===== config.mk =====
export PLATFORM = sky130hd
export DESIGN_NAME = multi_term_fifo
export DESIGN_NICKNAME = d
export VERILOG_FILES = /design/src/rtl/fifo_bank_pkg.sv /design/src/rtl/term_fifo.sv /design/src/rtl/multi_term_fifo.sv
export SDC_FILE = /design/constraint.sdc
export NUM_CORES = 1
export LEC_CHECK = 0
export ABC_AREA = 1
export CORE_MARGIN = 2
export CORE_UTILIZATION = 63
export CTS_BUF_LIST = sky130_fd_sc_hd__clkbuf_8 sky130_fd_sc_hd__clkbuf_16
export CTS_CLUSTER_SIZE = 28
export DETAILED_ROUTE_END_ITERATION = 6
export PLACE_DENSITY = 0.85
export SLEW_MARGIN = 20
export SYNTH_ARGS = -nofsm -noshare
export SYNTH_HDL_FRONTEND = slang
export SYNTH_SLANG_ARGS = --single-unit

===== constraint.sdc =====
create_clock -name clk -period 6.9 [get_ports clk]
set_input_delay 1.38 -clock clk [delete_from_list [all_inputs] [get_ports clk]]
set_output_delay 1.38 -clock clk [all_outputs]
set_load 0.1 [all_outputs]

===== src/rtl/fifo_bank_pkg.sv =====
// Shared constants for the multi-terminal FIFO bank: the overflow policy
// encodings and the width of the per-terminal overflow event counter.
package fifo_bank_pkg;

  // A push to a full FIFO discards the incoming packet.
  localparam int OVF_DROP      = 0;
  // A push to a full FIFO evicts the oldest packet to make room.
  localparam int OVF_OVERWRITE = 1;

  // Overflow event counter width; the counter saturates at its all-ones value.
  localparam int OVF_CNT_W = 8;
  localparam logic [OVF_CNT_W-1:0] OVF_CNT_MAX = '1;

endpackage


===== src/rtl/term_fifo.sv =====
// Single-terminal circular FIFO with first-word-fall-through output,
// per-terminal flush and a saturating overflow event counter.
module term_fifo
  import fifo_bank_pkg::*;
#(
  parameter int PCKG_SZ   = 40,
  parameter int DEEP_FIFO = 8,
  parameter int OVF_MODE  = OVF_DROP,
  localparam int AW       = $clog2(DEEP_FIFO),
  localparam int CW       = AW + 1
) (
  input  logic                 clk,
  input  logic                 reset,
  input  logic                 push,
  input  logic [PCKG_SZ-1:0]   data_in,
  input  logic                 pop,
  input  logic                 flush,
  output logic [PCKG_SZ-1:0]   data_out,
  output logic                 pndng,
  output logic                 full,
  output logic [CW-1:0]        count,
  output logic [OVF_CNT_W-1:0] ovf_cnt
);

  localparam logic [CW-1:0] DEPTH_C   = CW'(DEEP_FIFO);
  localparam logic          OVERWRITE = (OVF_MODE == OVF_OVERWRITE);

  // Saturating increment for the overflow event counter.
  function automatic logic [OVF_CNT_W-1:0] ovf_sat_inc(input logic [OVF_CNT_W-1:0] v);
    return (v == OVF_CNT_MAX) ? v : v + 1'b1;
  endfunction

  logic [PCKG_SZ-1:0]   mem_q [DEEP_FIFO];
  logic [AW-1:0]        rd_ptr_q, rd_ptr_d;
  logic [AW-1:0]        wr_ptr_q, wr_ptr_d;
  logic [CW-1:0]        cnt_q, cnt_d;
  logic [OVF_CNT_W-1:0] ovf_q, ovf_d;

  logic is_empty;
  logic is_full;
  logic pop_ok;
  logic ovf_evt;
  logic wr_en;
  logic rd_adv;

  // Status is decoded from the registered occupancy only, so pndng/full
  // never depend combinationally on push or pop.
  assign is_empty = (cnt_q == '0);
  assign is_full  = (cnt_q == DEPTH_C);

  // A pop on an empty FIFO is ignored; a push+pop on a full FIFO is a
  // plain pass-through and therefore not an overflow event.
  assign pop_ok  = pop && !is_empty;
  assign ovf_evt = push && is_full && !pop;

  // In overwrite mode the write slot of a full FIFO is the head slot, so
  // writing it and advancing the read pointer evicts exactly the oldest packet.
  assign wr_en  = !flush && push && (!is_full || pop_ok || OVERWRITE);
  assign rd_adv = !flush && (pop_ok || (ovf_evt && OVERWRITE));

  // Next-state computation: flush wins over push and pop.
  always_comb begin
    rd_ptr_d = rd_ptr_q;
    wr_ptr_d = wr_ptr_q;
    cnt_d    = cnt_q;
    ovf_d    = ovf_q;
    if (flush) begin
      rd_ptr_d = '0;
      wr_ptr_d = '0;
      cnt_d    = '0;
      ovf_d    = '0;
    end else begin
      // Power-of-two depth lets the pointers wrap by natural overflow.
      if (wr_en) begin
        wr_ptr_d = wr_ptr_q + 1'b1;
      end
      if (rd_adv) begin
        rd_ptr_d = rd_ptr_q + 1'b1;
      end
      if (wr_en && !rd_adv) begin
        cnt_d = cnt_q + 1'b1;
      end else if (rd_adv && !wr_en) begin
        cnt_d = cnt_q - 1'b1;
      end
      if (ovf_evt) begin
        ovf_d = ovf_sat_inc(ovf_q);
      end
    end
  end

  // Control state: pointers, occupancy and overflow counter, async cleared.
  always_ff @(posedge clk or posedge reset) begin
    if (reset) begin
      rd_ptr_q <= '0;
      wr_ptr_q <= '0;
      cnt_q    <= '0;
      ovf_q    <= '0;
    end else begin
      rd_ptr_q <= rd_ptr_d;
      wr_ptr_q <= wr_ptr_d;
      cnt_q    <= cnt_d;
      ovf_q    <= ovf_d;
    end
  end

  // Packet storage: written on accepted pushes, never reset.
  always_ff @(posedge clk) begin
    if (wr_en) begin
      mem_q[wr_ptr_q] <= data_in;
    end
  end

  assign data_out = mem_q[rd_ptr_q];
  assign pndng    = !is_empty;
  assign full     = is_full;
  assign count    = cnt_q;
  assign ovf_cnt  = ovf_q;

endmodule


===== src/rtl/multi_term_fifo.sv =====
// Bank of TERMS independent terminal FIFOs sharing only clock and reset.
// Packet and status buses are flat vectors sliced per terminal.
module multi_term_fifo
  import fifo_bank_pkg::*;
#(
  parameter int PCKG_SZ   = 40,
  parameter int DEEP_FIFO = 8,
  parameter int TERMS     = 4,
  parameter int OVF_MODE  = OVF_DROP
) (
  input  logic                                  clk,
  input  logic                                  reset,
  input  logic [TERMS-1:0]                      push,
  input  logic [TERMS*PCKG_SZ-1:0]              data_in,
  input  logic [TERMS-1:0]                      pop,
  input  logic [TERMS-1:0]                      flush,
  output logic [TERMS*PCKG_SZ-1:0]              data_out,
  output logic [TERMS-1:0]                      pndng,
  output logic [TERMS-1:0]                      full,
  output logic [TERMS*($clog2(DEEP_FIFO)+1)-1:0] count,
  output logic [TERMS*OVF_CNT_W-1:0]            ovf_cnt
);

  localparam int CW = $clog2(DEEP_FIFO) + 1;

  for (genvar g = 0; g < TERMS; g++) begin : g_term
    term_fifo #(
      .PCKG_SZ   (PCKG_SZ),
      .DEEP_FIFO (DEEP_FIFO),
      .OVF_MODE  (OVF_MODE)
    ) u_term (
      .clk      (clk),
      .reset    (reset),
      .push     (push[g]),
      .data_in  (data_in[g*PCKG_SZ +: PCKG_SZ]),
      .pop      (pop[g]),
      .flush    (flush[g]),
      .data_out (data_out[g*PCKG_SZ +: PCKG_SZ]),
      .pndng    (pndng[g]),
      .full     (full[g]),
      .count    (count[g*CW +: CW]),
      .ovf_cnt  (ovf_cnt[g*OVF_CNT_W +: OVF_CNT_W])
    );
  end

endmodule

==> results.md, run 1 <==
* Status: finished, final reports clean
* Post-synthesis sequential area ratio at 74.0%
* Max stage delay on crit path at 1.14 ns
* Worst path cell trace: buf_4 > o21ai_0 > o22ai_1 > nand2_1 > nand2_1 > clkdlybuf4s50_1
* Initial antenna violation count at 23
* Clock skew at 0.0249 ns
* Worst setup SP type: register
* Pre-antenna DRT Iters at 7
* Synth Cell Area at 0.0544 sq mm
* Final setup viols at 0
* GP Congestion at 0.824
* Count leader, synth: edfxtp_1
* Combinational share of power at 33.0%
* Remaining DRCs at 0
* # resized after CTS at 0
* Tmin final at 5.85 ns
* Total gr overflow at 0
* Crit end category: output port
* Setup bufs post-CTS at 0
* Fmax at 171 MHz
* Reg clk slew, reported paths at 0.06 ns
* Pin count of the biggest net entering global routing at 162
* Rel. slew slack at 17.7%
* Number of synthesized flops with an enable pin at 1280
* Synth top area cells: edfxtp_1 (71%), mux2i_1 (5.9%), nand2_1 (4.9%)
* Later-pin clock latency in the skew report at 0.72 ns
* First-pass GRT wire length at 192000 um
* Placed Instances at 5285
* Ports at 390
* Seq cells post-synth at 1352
* Sw Share at 38.8%
* Crit-path max FO at 68
* RSZ-0062 raised after global routing: false
* Std cell rows at 107
* Maxcap violations at 0
* Via count at 33500
* Final Hold Fails at 0
* Syn Area/Cell at 13.9 sq um
* Die Ht at 298 um
* Largest area contributor in the netlist: edfxtp_1
* Sequential share of power at 39.1%
* P_int at 15200 uW
* CTS Sinks at 1352
* Area growth, synth to finish at 16.3%
* Cell repeated most along the worst path: nand2_1
* Leakage Power at 0.0216 uW
* Yosys top cell area share at 70.7%
* Worst Tran Pin Value at 1.23 ns
* Die area at 0.0887 sq mm
* Crit-path slowest cell: clkdlybuf4s50_1
* Core box area at 0.0854 sq mm
* CTS Root Cell: clkbuf_16
* Peak supply drop at 0.000519 V
* Syn_nets at 4125
* FF-to-FF setup slack at 3.90 ns
* CTS tree: done
* Critical Path RT at 5.52 ns
* Antenna violation net count after detailed routing at 0
* Die width at 298 um
* Slew Viols, Final at 0
* Synthesized instance count at 3927
* Synth warnings at 0
* Primary FF master, synth: edfxtp_1
* Vias in the first global route at 33900
* Final worst path period share at 84.8%
* Final WL at 126000 um
* Hold Crit Class: reg2reg
* Vias per cell at 6.06
* Clk network pwr share at 27.9%
* Port Buf Inserts at 389
* Post-synth top cells: edfxtp_1 (1280), nand2_1 (705), nor2_1 (397)
* Switching power at 9620 uW
* Hold-fix buffers, CTS at 0
* Power per cell area at 392 mW/mm^2
* H-tree depth at 4
* Layout cells sized above 1 at 8.08%
* Critical path class: reg2out
* Initial cell density of the core at 63.7%
* Hpwl dp at 67300 um
* Crit path arrival time at 4.47 ns
* Wire length per cell at 22.7 um
* Setup TNS at 0 ns
* Clock Tree Buf Depth at 3
* Distinct cells, synth at 40
* Non-filler cells, final at 5540
* DRT iter0 DRCs at 3121
* Ys async rst share at 5.33%
* CTS Buf Count at 133
* Fin nets at 4474
* Gr usage total at 28.2%
[cell families (layout without fill, tap and decap cells)]
group                      after synthesis  after routing  share of synthesized area, %
and+or+nand+nor                       1199           1199                          8.72
AOI/OAI and AO/OA                      697            697                          7.30
buffers and inverters                  314            770                          3.17
muxes                                  320            320                          5.89
adders and majority gates               24             24                         0.607
other                                    0             13                             0
DFF                                   1352           1352                          74.0
xor gates and xnor gates                21             21                         0.338
[metal layers]
layer | GRT usage, % | up-vias | part of all wire [%]
met5 | 0 | - | 0.11
met4 | 12.3 | 22 | 3.4
met2 | 47.1 | 1618 | 51
li1 | - | 15200 | -
met1 | 35.6 | 16500 | 37
met3 | 6.70 | 292 | 9.2
[stage by stage]
step / hold slack, ns / utilization, % / cell area, sq um / worst slack, ns / total power [uW]
after floorplan: 0.547 / - / 54400 / 2.73 / 16100
after CTS: 0.544 / 74.0 / 63200 / 1.09 / 24800
final: 0.540 / 74.1 / 63300 / 1.05 / 24800
after global placement: 0.523 / 69.1 / 59100 / 2.01 / 17800
after detailed placement: 0.532 / 69.1 / 59100 / 1.99 / 17900
after global routing: 0.561 / 74.1 / 63200 / 0.989 / 25600
[state kept, by name, summed over array words and instances (netlist names)]
register and count:
g_term.u_term.mem_q 1280, g_term.u_term.rd_ptr_q 12, g_term.u_term.wr_ptr_q 12, g_term.u_term.count 16, g_term.u_term.ovf_cnt 32
[cells in the final DEF, fill, tap and decap left out, types with 12 or more instances in the layout]
cell type / count
buf_4: 51
clkbuf_16: 137
clkdlybuf4s50_1: 384
clkinv_1: 34
clkinv_2: 20
dfrtp_1: 63
diode_2: 13
edfxtp_1: 1280
ha_1: 20
inv_1: 93
inv_2: 12
mux2i_1: 320
nand2_1: 705
nand2_2: 17
nand3_1: 50
nor2_1: 365
nor2_4: 36
o21ai_0: 325
o21ai_1: 17
o21ai_2: 16
o22ai_1: 322
xor2_1: 13
[layout make-up]
cell class / instances / area [sq um]
repair buffers: 444 / 4320
flip-flops and latches: 1352 / 40300
well taps: 1144 / 1430
multi-input cells: 2261 / 12700
clock inverters: 104 / 744
clock buffers: 138 / 3440
inverters: 84 / 334
diodes: 13 / 32.5
fillers: 4904 / 22200
[power by group through the flow]
stage               combinational, uW  clock, uW  sequential (uW)
floorplan                        6280          0             9850
global placement                 7920          0             9830
detailed placement               8040          0             9850
CTS                              8150       7000             9690
global route                     8550       7300             9730
finish                           8170       6920             9700
[path summary, 6_finish.rpt]
check                                                         start                                  endpoint  cells past startpoint
min                         g_term[3].u_term.ovf_cnt[1]$_DFFE_PP0P_   g_term[3].u_term.ovf_cnt[1]$_DFFE_PP0P_                      2
max                        g_term[2].u_term.rd_ptr_q[0]$_DFFE_PP0P_                              data_out[82]                      6
min reg2reg                 g_term[3].u_term.ovf_cnt[1]$_DFFE_PP0P_   g_term[3].u_term.ovf_cnt[1]$_DFFE_PP0P_                      2
max reg2reg                   g_term[3].u_term.count[3]$_DFFE_PP0P_   g_term[3].u_term.mem_q[0][36]$_DFFE_PP_                      8
max in group asynchronous                                     reset  g_term[2].u_term.rd_ptr_q[1]$_DFFE_PP0P_                      3
min in group asynchronous                                     reset  g_term[3].u_term.rd_ptr_q[1]$_DFFE_PP0P_                      3
[critical path, delay by kind of cell, from the launching register on]
family | cells | cell delay (ns)
buffers and inverters | 2 | 1.85
DFF | 1 | 1.03
AOI/OAI and AO/OA | 2 | 0.54
and+or+nand+nor | 2 | 0.21
Power figures use the tool's default switching activity.
==> run 2, diff against run 1 <==
--- a/config.mk
+++ b/config.mk
@@ -7,11 +7,11 @@
 export LEC_CHECK = 0
 export ABC_AREA = 1
 export CORE_MARGIN = 2
-export CORE_UTILIZATION = 63
+export CORE_UTILIZATION = 53
 export CTS_BUF_LIST = sky130_fd_sc_hd__clkbuf_8 sky130_fd_sc_hd__clkbuf_16
 export CTS_CLUSTER_SIZE = 28
 export DETAILED_ROUTE_END_ITERATION = 6
-export PLACE_DENSITY = 0.85
+export PLACE_DENSITY = 0.76
 export SLEW_MARGIN = 20
 export SYNTH_ARGS = -nofsm -noshare
 export SYNTH_HDL_FRONTEND = slang
==> constraint.sdc (replaced) <==
create_clock -name clk -period 5.1 [get_ports clk]
set_input_delay 1.02 -clock clk [delete_from_list [all_inputs] [get_ports clk]]
set_output_delay 1.02 -clock clk [all_outputs]
set_load 0.1 [all_outputs]
==> run 2 against run 1 <==
Net effect: clock power increased by 39%; via count decreased by 2.4%; sequential share of layout area decreased by 1.2 points; clock skew decreased by 0.0017 ns; register-to-register slack got worse by 1.5 ns; sequential power increased by 34%; first-iteration DRC count decreased by 3.1%; critical endpoint is now data_out[154]; critical path depth unchanged.
==> results.md, run 2 (synthesized netlist as in run 1, its figures left out) <==
* Status: finished, final reports clean
* Gr usage total at 22.2% (-6.1 points)
* Hold-fix buffers, CTS at 0 (unchanged)
* Pre-antenna DRT Iters at 6 (-1)
* Final setup viols at 0 (unchanged)
* Initial antenna violation count at 15 (-35%)
* Worst Path Buf+Inv at 2 (unchanged)
* Remaining DRCs at 0 (unchanged)
* Max stage delay on crit path at 1.02 ns (-0.12 ns)
* FF-to-FF setup slack at 2.41 ns (-1.49 ns)
* Fill count at 7080 (+44%)
* Ports at 390 (unchanged)
* Clock Tree Buf Depth at 3 (unchanged)
* CTS tree: done
* Min-delay src: g_term[1].u_term.ovf_cnt[6]$_DFFE_PP0P_
* Crit-path slowest cell: dfrtp_4
* CTS Sinks at 1352 (unchanged)
* First-pass GRT wire length at 184000 um (-4.4%)
* Port Buf Inserts at 389 (unchanged)
* Setup bufs post-CTS at 0 (unchanged)
* Worst Tran Pin Value at 1.08 ns (-0.148 ns)
* Vias in the first global route at 32800 (-3.1%)
* GP Congestion at 0.821 (-0.34%)
* Largest Register: g_term.u_term.mem_q
* Power per cell area at 533 mW/mm^2 (+36%)
* Wire length per cell at 20.4 um (-10%)
* Antenna violation net count after detailed routing at 0 (unchanged)
* Worst path cell trace: buf_12 > o21ai_0 > o22ai_1 > nand2_1 > nand2_1 > buf_4
* Worst R2R End: g_term[3].u_term.mem_q[6][23]$_DFFE_PP_
* Max FFs per register at 1280 (unchanged)
* Commonest non-fill, non-tap cell in the layout: edfxtp_1
* Worst hold stages at 2 (unchanged)
* Fmax at 229 MHz
* Crit path arrival time at 3.34 ns (-1.13 ns)
* Fin nets at 4486 (+0.27%)
* Later-pin clock latency in the skew report at 0.74 ns (+0.02 ns)
* Critical Path RT at 4.08 ns (-1.44 ns)
* Final Hold Fails at 0 (unchanged)
* Commonest non-fill, non-tap cells in the layout: edfxtp_1 (1280), nand2_1 (705), nor2_1 (365)
* Crit end category: output port
* Leakage Power at 0.0222 uW (+2.9%)
* H-tree depth at 4 (unchanged)
* Tmin final at 4.36 ns
* Std cell rows at 117 (+9.3%)
* Clock skew at 0.0232 ns (-0.00171 ns)
* RSZ-0062 raised after global routing: false
* Hold Crit Class: reg2reg
* Worst setup SP type: register
* Crit-path max FO at 94 (+38%)
* Reg clk slew, reported paths at 0.06 ns (about the same)
* Final WL at 118000 um (-6.3%)
* Die Ht at 324 um (+8.9%)
* Cell repeated most along the worst path: nand2_1
* Total gr overflow at 0 (unchanged)
* DRT iter0 DRCs at 3023 (-3.1%)
* Setup TNS at 0 ns (unchanged)
* Peak supply drop at 0.000639 V (+23%)
* Slew Viols, Final at 0 (unchanged)
* Rel. slew slack at 27.6% (+9.9 points)
* Critical path class: reg2out
* Maxcap violations at 0 (unchanged)
* Pin count of the biggest net entering global routing at 111 (-31%)
* Layout cells sized above 1 at 12.2% (+4.1 points)
* Die width at 324 um (+8.9%)
* CP top delay family: flip-flops
* CTS Buf Count at 134 (+0.75%)
* R2R depth at 8 (unchanged)
* Final core utilization at 63.3% (-11 points)
* Core box area at 0.102 sq mm (+19%)
* # resized after CTS at 0 (unchanged)
* Vias per cell at 5.67 (-6.4%)
* Hpwl dp at 68700 um (+2.1%)
* Via count at 32700 (-2.4%)
* Hold worst-path end: g_term[1].u_term.ovf_cnt[6]$_DFFE_PP0P_
* CTS Root Cell: clkbuf_16
* Area growth, synth to finish at 18.4%
* R2r startpoint: g_term[3].u_term.count[3]$_DFFE_PP0P_
* Die area at 0.105 sq mm (+19%)
* Initial cell density of the core at 53.5% (-10 points)
* Final worst path period share at 85.5%
==> run 2: cell count changes in the layout (fill, tap and decap cells not counted), sizes merged, moves of 2 or more <==
| cell | delta |
|---|---|
| buf | +171 |
| clkbuf | +9 |
| clkdlybuf4s50 | -159 |
| clkinv | +6 |
| clkinvlp | +2 |
| diode | -4 |
| inv | -12 |
==> run 2: metrics by stage <==
stage                     instance area (sq um)  worst slack, ns  instances  hold WS [ns]  total power, uW
after floorplan                           54400             1.29       3927         0.547            21800
after global placement                    60000             1.13       5520         0.521            24800
after detailed placement                  60000             1.10       5520         0.533            25000
after CTS                                 64400            0.615       5769         0.547            34600
after global routing                      64400            0.470       5775         0.592            35600
final                                     64400            0.742       5778         0.550            34400
==> run 2: tightest hold or removal path: cells and delay by family, from the launching register on <==
kind          cells  cell delay (ns)
flops             1             0.39
simple gates      2             0.13
==> run 2: cell type report <==
type	count	area, sq um	area share, %
repair buffers	455	5050	7.85
clock buffers	148	3640	5.64
flip-flops and latches	1352	40300	62.5
well taps	1368	1710	2.66
diodes	9	22.5	0.0350
clock inverters	101	728	1.13
inverters	84	334	0.518
multi-input cells	2261	12700	19.7
==> run 2: per-layer routing <==
metal | global-route usage, % | vias up | wire (um)
met5 | 0 | - | 98
met4 | 8.41 | 16 | 3170
met3 | 4.60 | 200 | 8270
met2 | 36.6 | 1140 | 59000
met1 | 29.0 | 16200 | 47600
li1 | - | 15200 | -
==> run 2: worst max-delay path by stage <==
stage | startpoint | endpoint | slack, ns | cells past startpoint
6_report | g_term[3].u_term.rd_ptr_q[0]$_DFFE_PP0P_ | data_out[154] | 0.74 | 6
5_1_grt | g_term[3].u_term.rd_ptr_q[0]$_DFFE_PP0P_ | data_out[154] | 0.47 | 6
4_1_cts | g_term[3].u_term.rd_ptr_q[0]$_DFFE_PP0P_ | data_out[154] | 0.61 | 6
3_5_place_dp | pop[3] | g_term[3].u_term.mem_q[6][34]$_DFFE_PP_ | 1.10 | 8
3_3_place_gp | pop[3] | g_term[3].u_term.mem_q[6][34]$_DFFE_PP_ | 1.13 | 8
2_1_floorplan | flush[0] | g_term[0].u_term.mem_q[0][0]$_DFFE_PP_ | 1.29 | 6
==> run 2: power breakdown <==
part | switching [uW] | leakage [uW] | internal [uW]
Sequential | 541 | 0.0125 | 12500
Clock | 4070 | 0.00222 | 5540
Combinational | 8440 | 0.00750 | 3260
